## src/rtl/if_stage.sv

```systemverilog
// Instruction fetch stage: PC, fetch FSM, skid buffer, IF/ID register.
// Handles stall, flush, jump/branch redirect and late-response discard.
module if_stage #(
  parameter logic [31:0] RESET_PC = 32'h0000_0000
) (
  input  logic        clk,
  input  logic        rst_n,
  input  logic        stall,
  input  logic        flush,
  input  logic        branch_taken,
  input  logic [31:0] pcbranch,
  input  logic        jump,
  output logic        imem_req,
  output logic [31:0] imem_addr,
  input  logic        imem_ready,
  input  logic [31:0] imem_rdata,
  output logic [31:0] instr_id,
  output logic [31:0] pcplus4_id,
  output logic        valid_id
);

  typedef enum logic [1:0] {
    IDLE,
    FETCH,
    DISCARD,
    HOLD
  } state_t;

  typedef struct packed {
    logic [31:0] instr;
    logic [31:0] pcplus4;
    logic        valid;
  } if_id_t;

  typedef struct packed {
    logic [31:0] instr;
    logic [31:0] pcplus4;
  } skid_t;

  state_t      state, state_nx;
  logic [31:0] pc, pc_nx;
  logic [31:0] disc_addr, disc_nx;
  if_id_t      ifid, ifid_nx;
  skid_t       skid, skid_nx;

  logic        redirect;
  logic [31:0] target;
  logic [31:0] pc4;

  assign pc4      = pc + 32'd4;
  assign redirect = ifid.valid & ~stall
                  & (jump | branch_taken);
  assign target   = jump
    ? {ifid.pcplus4[31:28], ifid.instr[25:0], 2'b00}
    : pcbranch;

  assign imem_req  = (state == FETCH)
                   | (state == DISCARD);
  assign imem_addr = (state == DISCARD)
                   ? disc_addr : pc;

  assign instr_id   = ifid.instr;
  assign pcplus4_id = ifid.pcplus4;
  assign valid_id   = ifid.valid;

  // State, PC, skid and IF/ID registers
  always_ff @(posedge clk or negedge rst_n) begin
    if (!rst_n) begin
      state     <= IDLE;
      pc        <= RESET_PC;
      disc_addr <= '0;
      ifid      <= '0;
      skid      <= '0;
    end else begin
      state     <= state_nx;
      pc        <= pc_nx;
      disc_addr <= disc_nx;
      ifid      <= ifid_nx;
      skid      <= skid_nx;
    end
  end

  // Next-state, PC and pipeline-register update
  always_comb begin
    state_nx = state;
    pc_nx    = pc;
    disc_nx  = disc_addr;
    ifid_nx  = ifid;
    skid_nx  = skid;
    unique case (state)
      IDLE: state_nx = FETCH;
      FETCH: begin
        if (!stall) ifid_nx = '0;
        if (redirect) begin
          pc_nx = target;
          if (!imem_ready) begin
            state_nx = DISCARD;
            disc_nx  = pc;
          end
        end else if (imem_ready) begin
          pc_nx = pc4;
          if (stall) begin
            skid_nx  = '{instr: imem_rdata,
                         pcplus4: pc4};
            state_nx = HOLD;
          end else begin
            ifid_nx = '{instr: imem_rdata,
                        pcplus4: pc4,
                        valid: 1'b1};
          end
        end
      end
      DISCARD: begin
        if (!stall) ifid_nx = '0;
        if (redirect) pc_nx = target;
        if (imem_ready) state_nx = FETCH;
      end
      HOLD: begin
        if (redirect) begin
          pc_nx    = target;
          ifid_nx  = '0;
          skid_nx  = '0;
          state_nx = FETCH;
        end else if (flush) begin
          skid_nx  = '0;
          state_nx = FETCH;
        end else if (!stall) begin
          ifid_nx  = '{instr: skid.instr,
                       pcplus4: skid.pcplus4,
                       valid: 1'b1};
          skid_nx  = '0;
          state_nx = FETCH;
        end
      end
    endcase
    if (flush) ifid_nx = '0;
  end

endmodule
```

## config.mk

```make
export PLATFORM = sky130hd
export DESIGN_NAME = if_stage
export DESIGN_NICKNAME = d
export VERILOG_FILES = /design/src/rtl/if_stage.sv
export SDC_FILE = /design/constraint.sdc
export NUM_CORES = 1
export LEC_CHECK = 0
export BUFFER_PORTS_ARGS = -buffer_cell sky130_fd_sc_hd__buf_2
export CELL_PAD_IN_SITES_DETAIL_PLACEMENT = 0
export CELL_PAD_IN_SITES_GLOBAL_PLACEMENT = 1
export CORE_ASPECT_RATIO = 1.75
export CORE_MARGIN = 3
export CORE_UTILIZATION = 47
export DETAILED_ROUTE_END_ITERATION = 10
export GPL_TIMING_DRIVEN = 0
export MAX_ROUTING_LAYER = met4
export PLACE_DENSITY_LB_ADDON = 0.05
export SYNTH_ARGS = -nofsm -noshare
export SYNTH_HDL_FRONTEND = slang
export SYNTH_SLANG_ARGS = --single-unit
```

## constraint.sdc

```tcl
create_clock -name clk -period 5.9 [get_ports clk]
set_clock_uncertainty 0.15 [all_clocks]
set_input_delay 0.295 -clock clk [delete_from_list [all_inputs] [get_ports clk]]
set_output_delay 0.295 -clock clk [all_outputs]
set_load 0.02 [all_outputs]
```

==> results of run 1 <==
[cell type report]
type | count | area, um2
antenna | 2 | 5.00
buffer | 96 | 410
clock buffer | 20 | 457
clock inverter | 12 | 144
fill | 2002 | 8750
inverter | 12 | 45.0
multi-input combinational | 768 | 4920
sequential | 195 | 4880
tap | 288 | 360
timing repair buffer | 203 | 1220
[sequential cells by signal, summed over array words and instances, names as in the netlist]
name        flops
disc_addr      32
instr_id       32
pc             32
pcplus4_id     32
skid           64
state           2
valid_id        1
[where the power goes]
group	switching, mW	internal [mW]	total, mW
clock	0.565	0.657	1.22
sequential	0.377	1.86	2.23
combinational	2.47	1.25	3.72
[layer usage]
layer	vias to the layer above	global-route usage, %
met2	340	52.4
li1	4312	-
met1	4627	37.0
met4	0	14.1
met5	-	-
met3	64	5.68
[synthesized netlist by cell type, types with 5 or more instances]
cell	instances	area share, %
sky130_fd_sc_hd__a21oi_1	41	2.0
sky130_fd_sc_hd__o21bai_1	5	0.37
sky130_fd_sc_hd__a211o_1	6	0.51
sky130_fd_sc_hd__a32oi_1	6	0.51
sky130_fd_sc_hd__nand2b_1	37	2.3
sky130_fd_sc_hd__mux2_2	63	6.9
sky130_fd_sc_hd__o21a_1	8	0.59
sky130_fd_sc_hd__inv_1	12	0.44
sky130_fd_sc_hd__a2bb2oi_1	11	0.94
sky130_fd_sc_hd__nor3_1	12	0.59
sky130_fd_sc_hd__xnor2_1	10	0.85
sky130_fd_sc_hd__a22o_1	7	0.60
sky130_fd_sc_hd__o21ai_1	8	0.39
sky130_fd_sc_hd__nand2_1	153	5.6
sky130_fd_sc_hd__a22oi_1	42	3.1
sky130_fd_sc_hd__and3_1	9	0.55
sky130_fd_sc_hd__buf_2	24	1.2
sky130_fd_sc_hd__dfrtp_1	195	48
sky130_fd_sc_hd__o21ai_0	131	6.4
sky130_fd_sc_hd__a221oi_1	8	0.68
sky130_fd_sc_hd__nor2_1	41	1.5
sky130_fd_sc_hd__xor2_1	12	1.0
sky130_fd_sc_hd__a31oi_1	6	0.37
sky130_fd_sc_hd__nor2b_1	5	0.30
sky130_fd_sc_hd__mux2i_1	21	2.0
sky130_fd_sc_hd__clkbuf_1	63	2.3
sky130_fd_sc_hd__nand4_1	15	0.91
sky130_fd_sc_hd__nand3_1	15	0.73
sky130_fd_sc_hd__o31ai_1	15	1.1
sky130_fd_sc_hd__o22ai_1	12	0.73
[what timing repair did]
| action | CTS | global route |
|---|---|---|
| setup endpoints to repair | 0 | 0 |
| endpoints found under the hold margin | 123 | 0 |
| hold buffers | 35 | 0 |
| resized for setup | 0 | 0 |
[per-stage QoR]
stage          instance area [um2]  instances
2_1_floorplan                10300       1071
3_3_place_gp                 11500       1526
3_5_place_dp                 11500       1527
4_1_cts                      12400       1594
5_1_grt                      12400       1595
6_report                     12400       1596
[worst max-delay path by stage]
stage | startpoint | endpoint | depth (start not counted)
after floorplan | state[1]$_DFFE_PN0P_ | disc_addr[10]$_DFFE_PN0P_ | 8
after global placement | rst_n | instr_id[9]$_DFFE_PN0P_ | 1
after detailed placement | state[0]$_DFFE_PN0P_ | pc[20]$_DFFE_PN0P_ | 8
after CTS | state[0]$_DFFE_PN0P_ | imem_addr[27] | 6
after global routing | state[1]$_DFFE_PN0P_ | imem_addr[27] | 5
final | state[1]$_DFFE_PN0P_ | imem_addr[27] | 5
[cell families after synthesis]
group,Yosys count,synth area share (%)
AOI/OAI and AO/OA,335,20.7
xor gates and xnor gates,22,1.88
adders and majority gates,4,0.488
buffers and inverters,108,4.44
DFF,195,47.6
muxes,84,8.97
and+or+nand+nor,323,16.0
[worst max-delay path: stages, from the launching register on]
cell,delay (ns)
sky130_fd_sc_hd__dfrtp_1,0.51
sky130_fd_sc_hd__ha_1,0.27
sky130_fd_sc_hd__clkbuf_1,0.38
sky130_fd_sc_hd__clkbuf_1,0.80
sky130_fd_sc_hd__mux2_2,0.45
sky130_fd_sc_hd__buf_2,0.17
==> insert_results.sql, run 1 <==
INSERT INTO impl_metrics (metric_group, metric, value, unit) VALUES
('outcome', 'run_status', 'finished clean', ''),
('detailed_routing', 'drt-total-wl', '35700', 'um'),
('min_path', 'worst_hold_path_type', 'input pin to register', ''),
('clock_network', 'clock_latency', '0.46', 'ns'),
('sta', 'layout_setup_ws', '2.41', 'ns'),
('sta', 'hold_viol_final', '0', ''),
('place', 'port_buffers', '167', ''),
('sta', 'finalSetupTns', '0', 'ns'),
('critical_path', 'ff2ff_setup_slack', '2.69', 'ns'),
('yosys', 'ys_seq_area_share', '47.6', '%'),
('sta', 'final_min_period_over_clock_period', '59.1', '%'),
('yosys', 'ys_dominant_reg_cell', 'sky130_fd_sc_hd__dfrtp_1', ''),
('clock_network', 'cts_num_sinks', '195', ''),
('floorplanning', 'coreArea', '21200', 'um2'),
('yosys', 'synth_edf_count', '0', ''),
('sta', 'fmax', '287', 'MHz'),
('cells_and_area', 'post_route_cells_drive_above_1_share', '23.5', '%'),
('critical_path', 'cp.required', '5.45', 'ns'),
('detailed_routing', 'drt_iter0_markers', '699', ''),
('sta', 'finalSetupViolCount', '0', ''),
('detailed_routing', 'route.vias.total', '9343', ''),
('grt', 'grt_use_total', '31.4', '%'),
('floorplanning', 'initial_core_util', '48.4', '%'),
('clock_network', 'cts-root-buf', 'sky130_fd_sc_hd__clkbuf_16', ''),
('clock_network', 'numCtsBuffers', '17', ''),
('clock_network', 'postCtsSetupBuffers', '0', ''),
('grt', 'grt_pass1_vias', '9337', ''),
('clock_network', 'tritoncts', 'built', ''),
('critical_path', 'crit-reg2reg-launch', 'state[0]$_DFFE_PN0P_', ''),
('yosys', 'yosysUniqueCellTypes', '69', ''),
('floorplanning', 'number_of_core_rows', '70', ''),
('yosys', 'postSynthNetCount', '1146', ''),
('clock_network', 'clock_slew_at_the_register_clock_pins_of_the_worst_setup_and_hold_paths', '0.07', 'ns'),
('yosys', 'post_synth_instance_area', '10300', 'um2'),
('detailed_routing', 'routed_wire_length_per_instance', '22.4', 'um'),
('pwr', 'power.leakage', '5.67', 'nW'),
('detailed_routing', 'highest_layer', 'met4', ''),
('min_path', 'hold-path-cell-count', '4', ''),
('detailed_routing', 'wl_met1', '13700', 'um'),
('min_path', 'hp-start', 'pcbranch[31]', ''),
('yosys', 'asyncSetResetFlopFracSynth', '100', '%'),
('place', 'place_worst_setup_slack', '2.73', 'ns'),
('grt', 'grt_first_pass_wirelength', '55700', 'um'),
('detailed_routing', 'post-route-drc-count', '0', ''),
('critical_path', 'worst_r2r_path_depth', '8', ''),
('sta', 'tightest_slew', '1.00', 'ns'),
('place', 'globalplace.congestion', '0.916', ''),
('yosys', 'yosysWarnings', '0', ''),
('detailed_routing', 'antenna_violating_nets_post_route', '0', ''),
('place', 'sum_of_net_half_perimeters_after_detailed_placement', '26300', 'um'),
('yosys', 'synthCells', '1071', ''),
('sta', 'whs', '0.0345', 'ns'),
('cells_and_area', 'most-common-layout-cells', 'sky130_fd_sc_hd__dfrtp_1, sky130_fd_sc_hd__buf_2, sky130_fd_sc_hd__nand2_1', ''),
('floorplanning', 'floorplan.io_pins', '169', ''),
('cells_and_area', 'num-nets-final', '1368', ''),
('pwr', 'design_power_total', '7.18', 'mW'),
('sta', 'layout_min_cycle_time', '3.49', 'ns'),
('detailed_routing', 'met2RoutedLength', '18300', 'um'),
('grt', 'grt_max_degree', '118', ''),
('critical_path', 'setup.worst_path.start_class', 'register', ''),
('pwr', 'power_density', '577', 'nW/um2'),
('cells_and_area', 'layout.cells.most_common', 'sky130_fd_sc_hd__dfrtp_1', ''),
('floorplanning', 'floorplan.die_area', '23700', 'um2'),
('floorplanning', 'die-height', '201', 'um'),
('yosys', 'mean_syn_cell_area', '9.58', 'um2'),
('critical_path', 'critPathArrivalTime', '3.04', 'ns'),
('cells_and_area', 'syn2layout_area_growth', '21.3', '%'),
('pwr', 'ir_worst_vdd', '0.288', 'mV'),
('critical_path', 'endpoint_kind', 'primary output', ''),
('detailed_routing', 'met3_wirelength', '2140', 'um'),
('detailed_routing', 'post_drt_via_cell_ratio', '5.85', '');
(Power assumes the default switching activity.)
==> inputs of run 2 (changes only) <==
Settings changed: CORE_UTILIZATION 47 to 39.
Clock period 5.9 ns to 3.2 ns, I/O delays scaled along.
==> insert_results.sql, run 2 (synthesized netlist as in run 1, its figures left out) <==
INSERT INTO impl_metrics (metric_group, metric, value, unit) VALUES
('clock_network', 'clock_latency', '0.46', 'ns'),
('critical_path', 'cp.required', '3.42', 'ns'),
('critical_path', 'setup.worst_path.start_class', 'register', ''),
('floorplanning', 'die-height', '221', 'um'),
('critical_path', 'critical_path_class', 'register to register', ''),
('cells_and_area', 'layout.cells.most_common', 'sky130_fd_sc_hd__dfrtp_1', ''),
('cells_and_area', 'max_flop_register', 'skid', ''),
('sta', 'finalSetupViolCount', '0', ''),
('place', 'place_worst_setup_slack', '0.0435', 'ns'),
('sta', 'whs', '-0.00390', 'ns'),
('sta', 'final-max-slew-violation-count', '0', ''),
('sta', 'final_min_period_over_clock_period', '94.2', '%'),
('clock_network', 'cts_num_sinks', '195', ''),
('cells_and_area', 'layout.core_utilization', '48.9', '%'),
('pwr', 'power_density', '1050', 'nW/um2'),
('sta', 'layout_setup_ws', '0.186', 'ns'),
('place', 'placed_cell_area', '11500', 'um2'),
('clock_network', 'cts-root-buf', 'sky130_fd_sc_hd__clkbuf_16', ''),
('clock_network', 'ctsLongestPathBuffers', '2', ''),
('cells_and_area', 'final_std_cell_area_no_fill', '12500', 'um2'),
('detailed_routing', 'post-route-drc-count', '0', ''),
('floorplanning', 'initial_core_util', '40.0', '%'),
('detailed_routing', 'antenna_violating_nets_post_route', '0', ''),
('cells_and_area', 'most-common-layout-cells', 'sky130_fd_sc_hd__dfrtp_1, sky130_fd_sc_hd__buf_2, sky130_fd_sc_hd__nand2_1', ''),
('critical_path', 'critPathArrivalTime', '3.23', 'ns'),
('sta', 'tightest_slew', '0.840', 'ns'),
('cells_and_area', 'num-nets-final', '1375', ''),
('clock_network', 'clock_slew_at_the_register_clock_pins_of_the_worst_setup_and_hold_paths', '0.07', 'ns'),
('floorplanning', 'coreArea', '25600', 'um2'),
('cells_and_area', 'fillCellCount', '2523', ''),
('floorplanning', 'number_of_core_rows', '77', ''),
('cells_and_area', 'largest_reg_flops', '64', ''),
('grt', 'grt_pass1_vias', '9275', ''),
('cells_and_area', 'syn2layout_area_growth', '22.2', '%'),
('place', 'globalplace.congestion', '0.916', ''),
('detailed_routing', '1st_pass_router_iterations', '7', ''),
('flow_run', 'timing.max_cap.violations', '0', ''),
('grt', 'grt_first_pass_wirelength', '57500', 'um'),
('sta', 'fmax', '332', 'MHz'),
('place', 'sum_of_net_half_perimeters_after_detailed_placement', '28300', 'um'),
('detailed_routing', 'post_drt_via_cell_ratio', '5.70', ''),
('detailed_routing', 'drt_iter0_markers', '527', ''),
('grt', 'globalRoute.totalOverflow', '0', ''),
('critical_path', 'crit_path_max_incr_delay', '0.48', 'ns'),
('sta', 'layout_min_cycle_time', '3.01', 'ns'),
('grt', 'grt_max_degree', '110', ''),
('clock_network', 'postCtsSetupBuffers', '0', ''),
('critical_path', 'endpoint_kind', 'register', ''),
('critical_path', 'path_max_fanout', '10', ''),
('grt', 'grt_antenna_before_repair', '1', ''),
('sta', 'unrepaired_setup_endpoints_after_global_routing', 'no', ''),
('detailed_routing', 'routed_wire_length_per_instance', '23.3', 'um'),
('clock_network', 'tritoncts', 'built', ''),
('min_path', 'worst_hold_path_type', 'input pin to register', ''),
('sta', 'slew_headroom', '43.6', '%'),
('clock_network', 'numCtsBuffers', '17', ''),
('outcome', 'violated_checks', 'negative hold slack', ''),
('detailed_routing', 'drt-total-wl', '38000', 'um'),
('outcome', 'run_status', 'finished with violations', ''),
('critical_path', 'cp_slowest_cell', 'sky130_fd_sc_hd__dfrtp_1', ''),
('pwr', 'power.leakage', '5.71', 'nW'),
('grt', 'grt_use_total', '28.1', '%'),
('floorplanning', 'floorplan.die_area', '28400', 'um2'),
('sta', 'hold_viol_final', '1', ''),
('floorplanning', 'floorplan.io_pins', '169', ''),
('place', 'port_buffers', '167', ''),
('clock_network', 'cts_htree_levels', '4', ''),
('pwr', 'ir_worst_vdd', '0.476', 'mV'),
('detailed_routing', 'route.vias.total', '9290', ''),
('floorplanning', 'floorplan.die.width', '129', 'um'),
('cells_and_area', 'post_route_cells_drive_above_1_share', '24.1', '%'),
('critical_path', 'path_cells', 'inv_1 > ha_1 > clkbuf_1 > nor2b_1 > nor2_1 > o22ai_1 > buf_2 > buf_2 > o21ai_0 > o21ai_0', '');
## run 2: routing by layer
metal | track usage [%] | vias up | wire length [um]
met3 | 4.25 | 61 | 1640
met4 | 13.1 | 0 | 1760
met1 | 33.2 | 4631 | 14900
li1 | - | 4325 | -
met5 | - | - | 0
met2 | 46.9 | 273 | 19700
## run 2: path summary, 6_finish.rpt
kind | startpoint | cells past startpoint | endpoint | slack (ns)
max | state[1]$_DFFE_PN0P_ | 10 | pc[15]$_DFFE_PN0P_ | 0.19
min in group asynchronous | rst_n | 2 | pcplus4_id[14]$_DFFE_PN0P_ | 0.14
max in group asynchronous | rst_n | 3 | pc[6]$_DFFE_PN0P_ | 1.71
min | pcbranch[29] | 4 | pc[29]$_DFFE_PN0P_ | -0.004
min reg2reg | instr_id[28]$_DFFE_PN0P_ | 2 | instr_id[28]$_DFFE_PN0P_ | 0.33
max reg2reg | state[1]$_DFFE_PN0P_ | 10 | pc[15]$_DFFE_PN0P_ | 0.19
## run 2: layout make-up
type,count,area [um2],share of cell area (%)
sequential,195,4880,38.9
antenna,1,2.50,0.0200
inverter,12,45.0,0.359
buffer,95,418,3.33
multi-input combinational,768,4930,39.3
tap,316,395,3.15
clock inverter,8,77.6,0.619
clock buffer,23,488,3.89
timing repair buffer,211,1300,10.4
## run 2: power by group
| group | switching, mW | internal (mW) | leakage (nW) |
|---|---|---|---|
| logic | 4.62 | 2.32 | 2.90 |
| clock network | 1.00 | 1.15 | 0.275 |
| registers | 0.714 | 3.42 | 2.53 |
## run 2: critical path: cells and delay by family (launching register included)
family	cells	cell delay, ns
buffers and inverters	4	1.09
AOI/OAI and AO/OA	3	0.64
adders and majority gates	1	0.13
and+or+nand+nor	2	0.41
DFF	1	0.48
## run 2: metrics by stage
stage,instances,total power [mW],TNS (ns)
floorplan,1071,8.44,0
global placement,1554,11.0,-350.11
detailed placement,1555,11.1,0
CTS,1629,13.3,0
global route,1629,14.1,0
finish,1629,13.2,0
## run 2: timing repair
action / in CTS / in global routing
hold endpoints to repair: 160 / 0
pin swaps: 0 / 0
gates resized for setup: 2 / 15
hold buffers: 43 / 0
endpoints found under the setup margin: 15 / 73
==> inputs of run 3 (changes only) <==
Settings changed: ABC_AREA set to 1, CORE_UTILIZATION 39 to 38.
==> insert_results.sql, run 3 <==
INSERT INTO impl_metrics (metric_group, metric, value, unit) VALUES
('yosys', 'yosysWarnings', '0', ''),
('sta', 'tightest_slew', '0.829', 'ns'),
('detailed_routing', 'routed_wire_length_per_instance', '21.0', 'um'),
('yosys', 'synth_seq_cells', '195', ''),
('cells_and_area', 'fillCellCount', '2735', ''),
('clock_network', 'numCtsBuffers', '17', ''),
('detailed_routing', 'drt_iter0_markers', '556', ''),
('detailed_routing', 'drt-total-wl', '39500', 'um'),
('critical_path', 'endpoint_kind', 'register', ''),
('place', 'placed_cell_area', '11400', 'um2'),
('critical_path', 'path_cells', 'inv_1 > ha_1 > buf_2 > inv_2 > nand2_1 > buf_4 > nor2_4 > inv_2 > buf_2 > a21oi_1 > o21ai_0 > o21ai_0', ''),
('cells_and_area', 'multiInputGateArea', '4220', 'um2'),
('min_path', 'worst_hold_path_type', 'input pin to register', ''),
('cells_and_area', 'max_flop_register', 'skid', ''),
('cells_and_area', 'largest_reg_flops', '64', ''),
('detailed_routing', 'post-route-drc-count', '0', ''),
('cells_and_area', 'num-nets-final', '1624', ''),
('cells_and_area', 'final_std_cell_area_no_fill', '12500', 'um2'),
('sta', 'slew_headroom', '44.2', '%'),
('clock_network', 'clock_latency', '0.46', 'ns'),
('grt', 'grt_use_total', '28.8', '%'),
('critical_path', 'ff2ff_setup_slack', '0.18', 'ns'),
('pwr', 'design_power_total', '13.7', 'mW'),
('grt', 'grt_first_pass_wirelength', '60300', 'um'),
('critical_path', 'critical_path_class', 'register to register', ''),
('place', 'port_buffers', '166', ''),
('cells_and_area', 'seqCellArea', '4880', 'um2'),
('yosys', 'mean_syn_cell_area', '7.68', 'um2'),
('place', 'sum_of_net_half_perimeters_after_detailed_placement', '31000', 'um'),
('sta', 'final_min_period_over_clock_period', '94.4', '%'),
('detailed_routing', 'post_drt_via_cell_ratio', '5.32', ''),
('floorplanning', 'floorplan.io_pins', '169', ''),
('yosys', 'postSynthNetCount', '1398', ''),
('critical_path', 'cp_slowest_cell', 'sky130_fd_sc_hd__a21oi_1', ''),
('grt', 'globalRoute.totalOverflow', '0', ''),
('grt', 'grt_antenna_before_repair', '0', ''),
('clock_network', 'cts-root-buf', 'sky130_fd_sc_hd__clkbuf_16', ''),
('yosys', 'post_synth_instance_area', '10200', 'um2'),
('sta', 'hold_viol_final', '0', ''),
('flow_run', 'timing.max_cap.violations', '0', ''),
('grt', 'grt_pass1_vias', '10131', ''),
('cells_and_area', 'layout.cells.most_common', 'sky130_fd_sc_hd__nand2_1', ''),
('sta', 'fmax', '331', 'MHz'),
('floorplanning', 'coreArea', '26200', 'um2'),
('detailed_routing', 'route.vias.total', '10012', ''),
('outcome', 'run_status', 'finished clean', ''),
('pwr', 'power_density', '1100', 'nW/um2'),
('floorplanning', 'initial_core_util', '38.9', '%'),
('critical_path', 'setup.worst_path.start_class', 'register', ''),
('yosys', 'synth_area_leaders', 'sky130_fd_sc_hd__dfrtp_1, sky130_fd_sc_hd__nand2_1, sky130_fd_sc_hd__o21ai_0', ''),
('yosys', 'synth_edf_count', '0', ''),
('clock_network', 'ctsLongestPathBuffers', '2', ''),
('floorplanning', 'number_of_core_rows', '78', ''),
('cells_and_area', 'most-common-layout-cells', 'sky130_fd_sc_hd__nand2_1, sky130_fd_sc_hd__buf_2, sky130_fd_sc_hd__dfrtp_1', ''),
('cells_and_area', 'antenna_diode_count', '0', ''),
('sta', 'layout_min_cycle_time', '3.02', 'ns'),
('yosys', 'commonest_cells_in_the_netlist', 'sky130_fd_sc_hd__nand2_1, sky130_fd_sc_hd__dfrtp_1, sky130_fd_sc_hd__inv_1', ''),
('grt', 'grt_max_degree', '107', ''),
('yosys', 'ys_dominant_reg_cell', 'sky130_fd_sc_hd__dfrtp_1', ''),
('yosys', 'yosysUniqueCellTypes', '35', ''),
('yosys', 'synthMostInstantiatedCell', 'sky130_fd_sc_hd__nand2_1', ''),
('sta', 'finalSetupViolCount', '0', ''),
('critical_path', 'critPathArrivalTime', '3.25', 'ns'),
('sta', 'unrepaired_setup_endpoints_after_global_routing', 'no', ''),
('pwr', 'power.leakage', '6.24', 'nW'),
('floorplanning', 'die-height', '222', 'um'),
('cells_and_area', 'post_route_cells_drive_above_1_share', '16.6', '%'),
('clock_network', 'cts_num_sinks', '195', ''),
('yosys', 'asyncSetResetFlopFracSynth', '100', '%'),
('yosys', 'ys_seq_area_share', '48.0', '%'),
('pwr', 'ir_worst_vdd', '0.569', 'mV'),
('detailed_routing', 'antenna_violating_nets_post_route', '0', ''),
('sta', 'final-max-slew-violation-count', '0', ''),
('critical_path', 'crit_path_max_incr_delay', '0.45', 'ns'),
('floorplanning', 'floorplan.die_area', '28800', 'um2'),
('yosys', 'synthCells', '1323', ''),
('clock_network', 'tritoncts', 'built', ''),
('cells_and_area', 'syn2layout_area_growth', '22.8', '%'),
('clock_network', 'clock_slew_at_the_register_clock_pins_of_the_worst_setup_and_hold_paths', '0.07', 'ns'),
('floorplanning', 'floorplan.die.width', '130', 'um'),
('place', 'globalplace.congestion', '0.951', ''),
('yosys', 'post-synth-top-area-cell', 'sky130_fd_sc_hd__dfrtp_1', ''),
('yosys', 'yosys.area.top_type_share', '48.0', '%'),
('critical_path', 'cp.required', '3.43', 'ns'),
('detailed_routing', '1st_pass_router_iterations', '6', ''),
('clock_network', 'cts_htree_levels', '4', ''),
('critical_path', 'path_max_fanout', '10', '');
-- run 3: changes by cell type after synthesis, sizes merged, moves of 31 or more --
cell | before | now
mux2 | 63 | 0
nand3 | 15 | 62
a22oi | 42 | 1
clkbuf | 64 | 33
o21ai | 140 | 171
inv | 12 | 191
nand2b | 37 | 0
nand2 | 153 | 362
o22ai | 12 | 111
-- run 3: kinds of logic (layout without fill, tap and decap cells) --
| family | Yosys count | in the layout | synth area share [%] |
|---|---|---|---|
| AND/OR/NAND/NOR | 496 | 496 | 19.8 |
| adder cells (fa/ha/maj) | 4 | 4 | 0.492 |
| AO/OA/AOI/OAI | 354 | 354 | 20.3 |
| XOR/XNOR | 10 | 10 | 0.861 |
| buffers and inverters | 264 | 503 | 10.5 |
| flip-flops | 195 | 195 | 48.0 |
-- run 3: metrics by stage --
stage          hold slack (ns)  worst slack [ns]  util (%)  cells  TNS (ns)
6_report                0.0290             0.178      47.7   1882         0
5_1_grt                 0.0637            0.0595      47.7   1882         0
4_1_cts                0.00226            0.0383      47.7   1882         0
3_5_place_dp            0.0787             0.184      43.7   1810         0
3_3_place_gp             0.236             -1.77      43.6   1809   -338.68
2_1_floorplan           -0.286              1.22         -   1323         0
-- run 3: critical path, delay by kind of cell (launching register included) --
| family | cells | cell delay, ns |
|---|---|---|
| AO/OA/AOI/OAI | 3 | 0.79 |
| adder cells (fa/ha/maj) | 1 | 0.19 |
| buffers and inverters | 6 | 1.05 |
| flip-flops | 1 | 0.42 |
| AND/OR/NAND/NOR | 2 | 0.33 |
-- run 3: cell type report --
type,instances,share of cell area [%]
buffer,73,2.84
timing repair buffer,207,10.2
sequential,195,39.1
clock buffer,21,3.77
clock inverter,11,1.40
tap,320,3.21
multi-input combinational,864,33.8
inverter,191,5.74
-- run 3: layer usage --
metal / global-route usage, % / share of wire, % / wire length (um) / vias to the layer above
li1: - / - / - / 4801
met1: 32.6 / 39 / 15400 / 4833
met2: 49.2 / 52 / 20600 / 295
met3: 3.85 / 3.5 / 1400 / 83
met4: 14.3 / 5.4 / 2150 / 0
met5: - / 0 / 0 / -
-- run 3: path summary, 6_finish.rpt --
check / from / end / depth (start not counted)
worst max-delay path: state[0]$_DFFE_PN0P_ / pc[8]$_DFFE_PN0P_ / 12
max in group asynchronous: rst_n / instr_id[2]$_DFFE_PN0P_ / 3
worst max register to register: state[0]$_DFFE_PN0P_ / pc[8]$_DFFE_PN0P_ / 12
worst min register to register: disc_addr[31]$_DFFE_PN0P_ / disc_addr[31]$_DFFE_PN0P_ / 2
worst min-delay path: pcbranch[31] / pc[31]$_DFFE_PN0P_ / 5
min in group asynchronous: rst_n / disc_addr[6]$_DFFE_PN0P_ / 2
-- run 3: timing repair --
action	in CTS	in global routing
resized for setup	0	3
hold buffers	40	0
setup endpoints to repair	0	24
hold endpoints to repair	159	0
setup buffers	0	0
-- run 3: power breakdown --
group | total [mW] | leakage [nW] | switching, mW | internal (mW)
registers | 4.16 | 2.54 | 0.656 | 3.50
logic | 7.18 | 3.40 | 5.09 | 2.09
clock network | 2.39 | 0.310 | 1.02 | 1.38
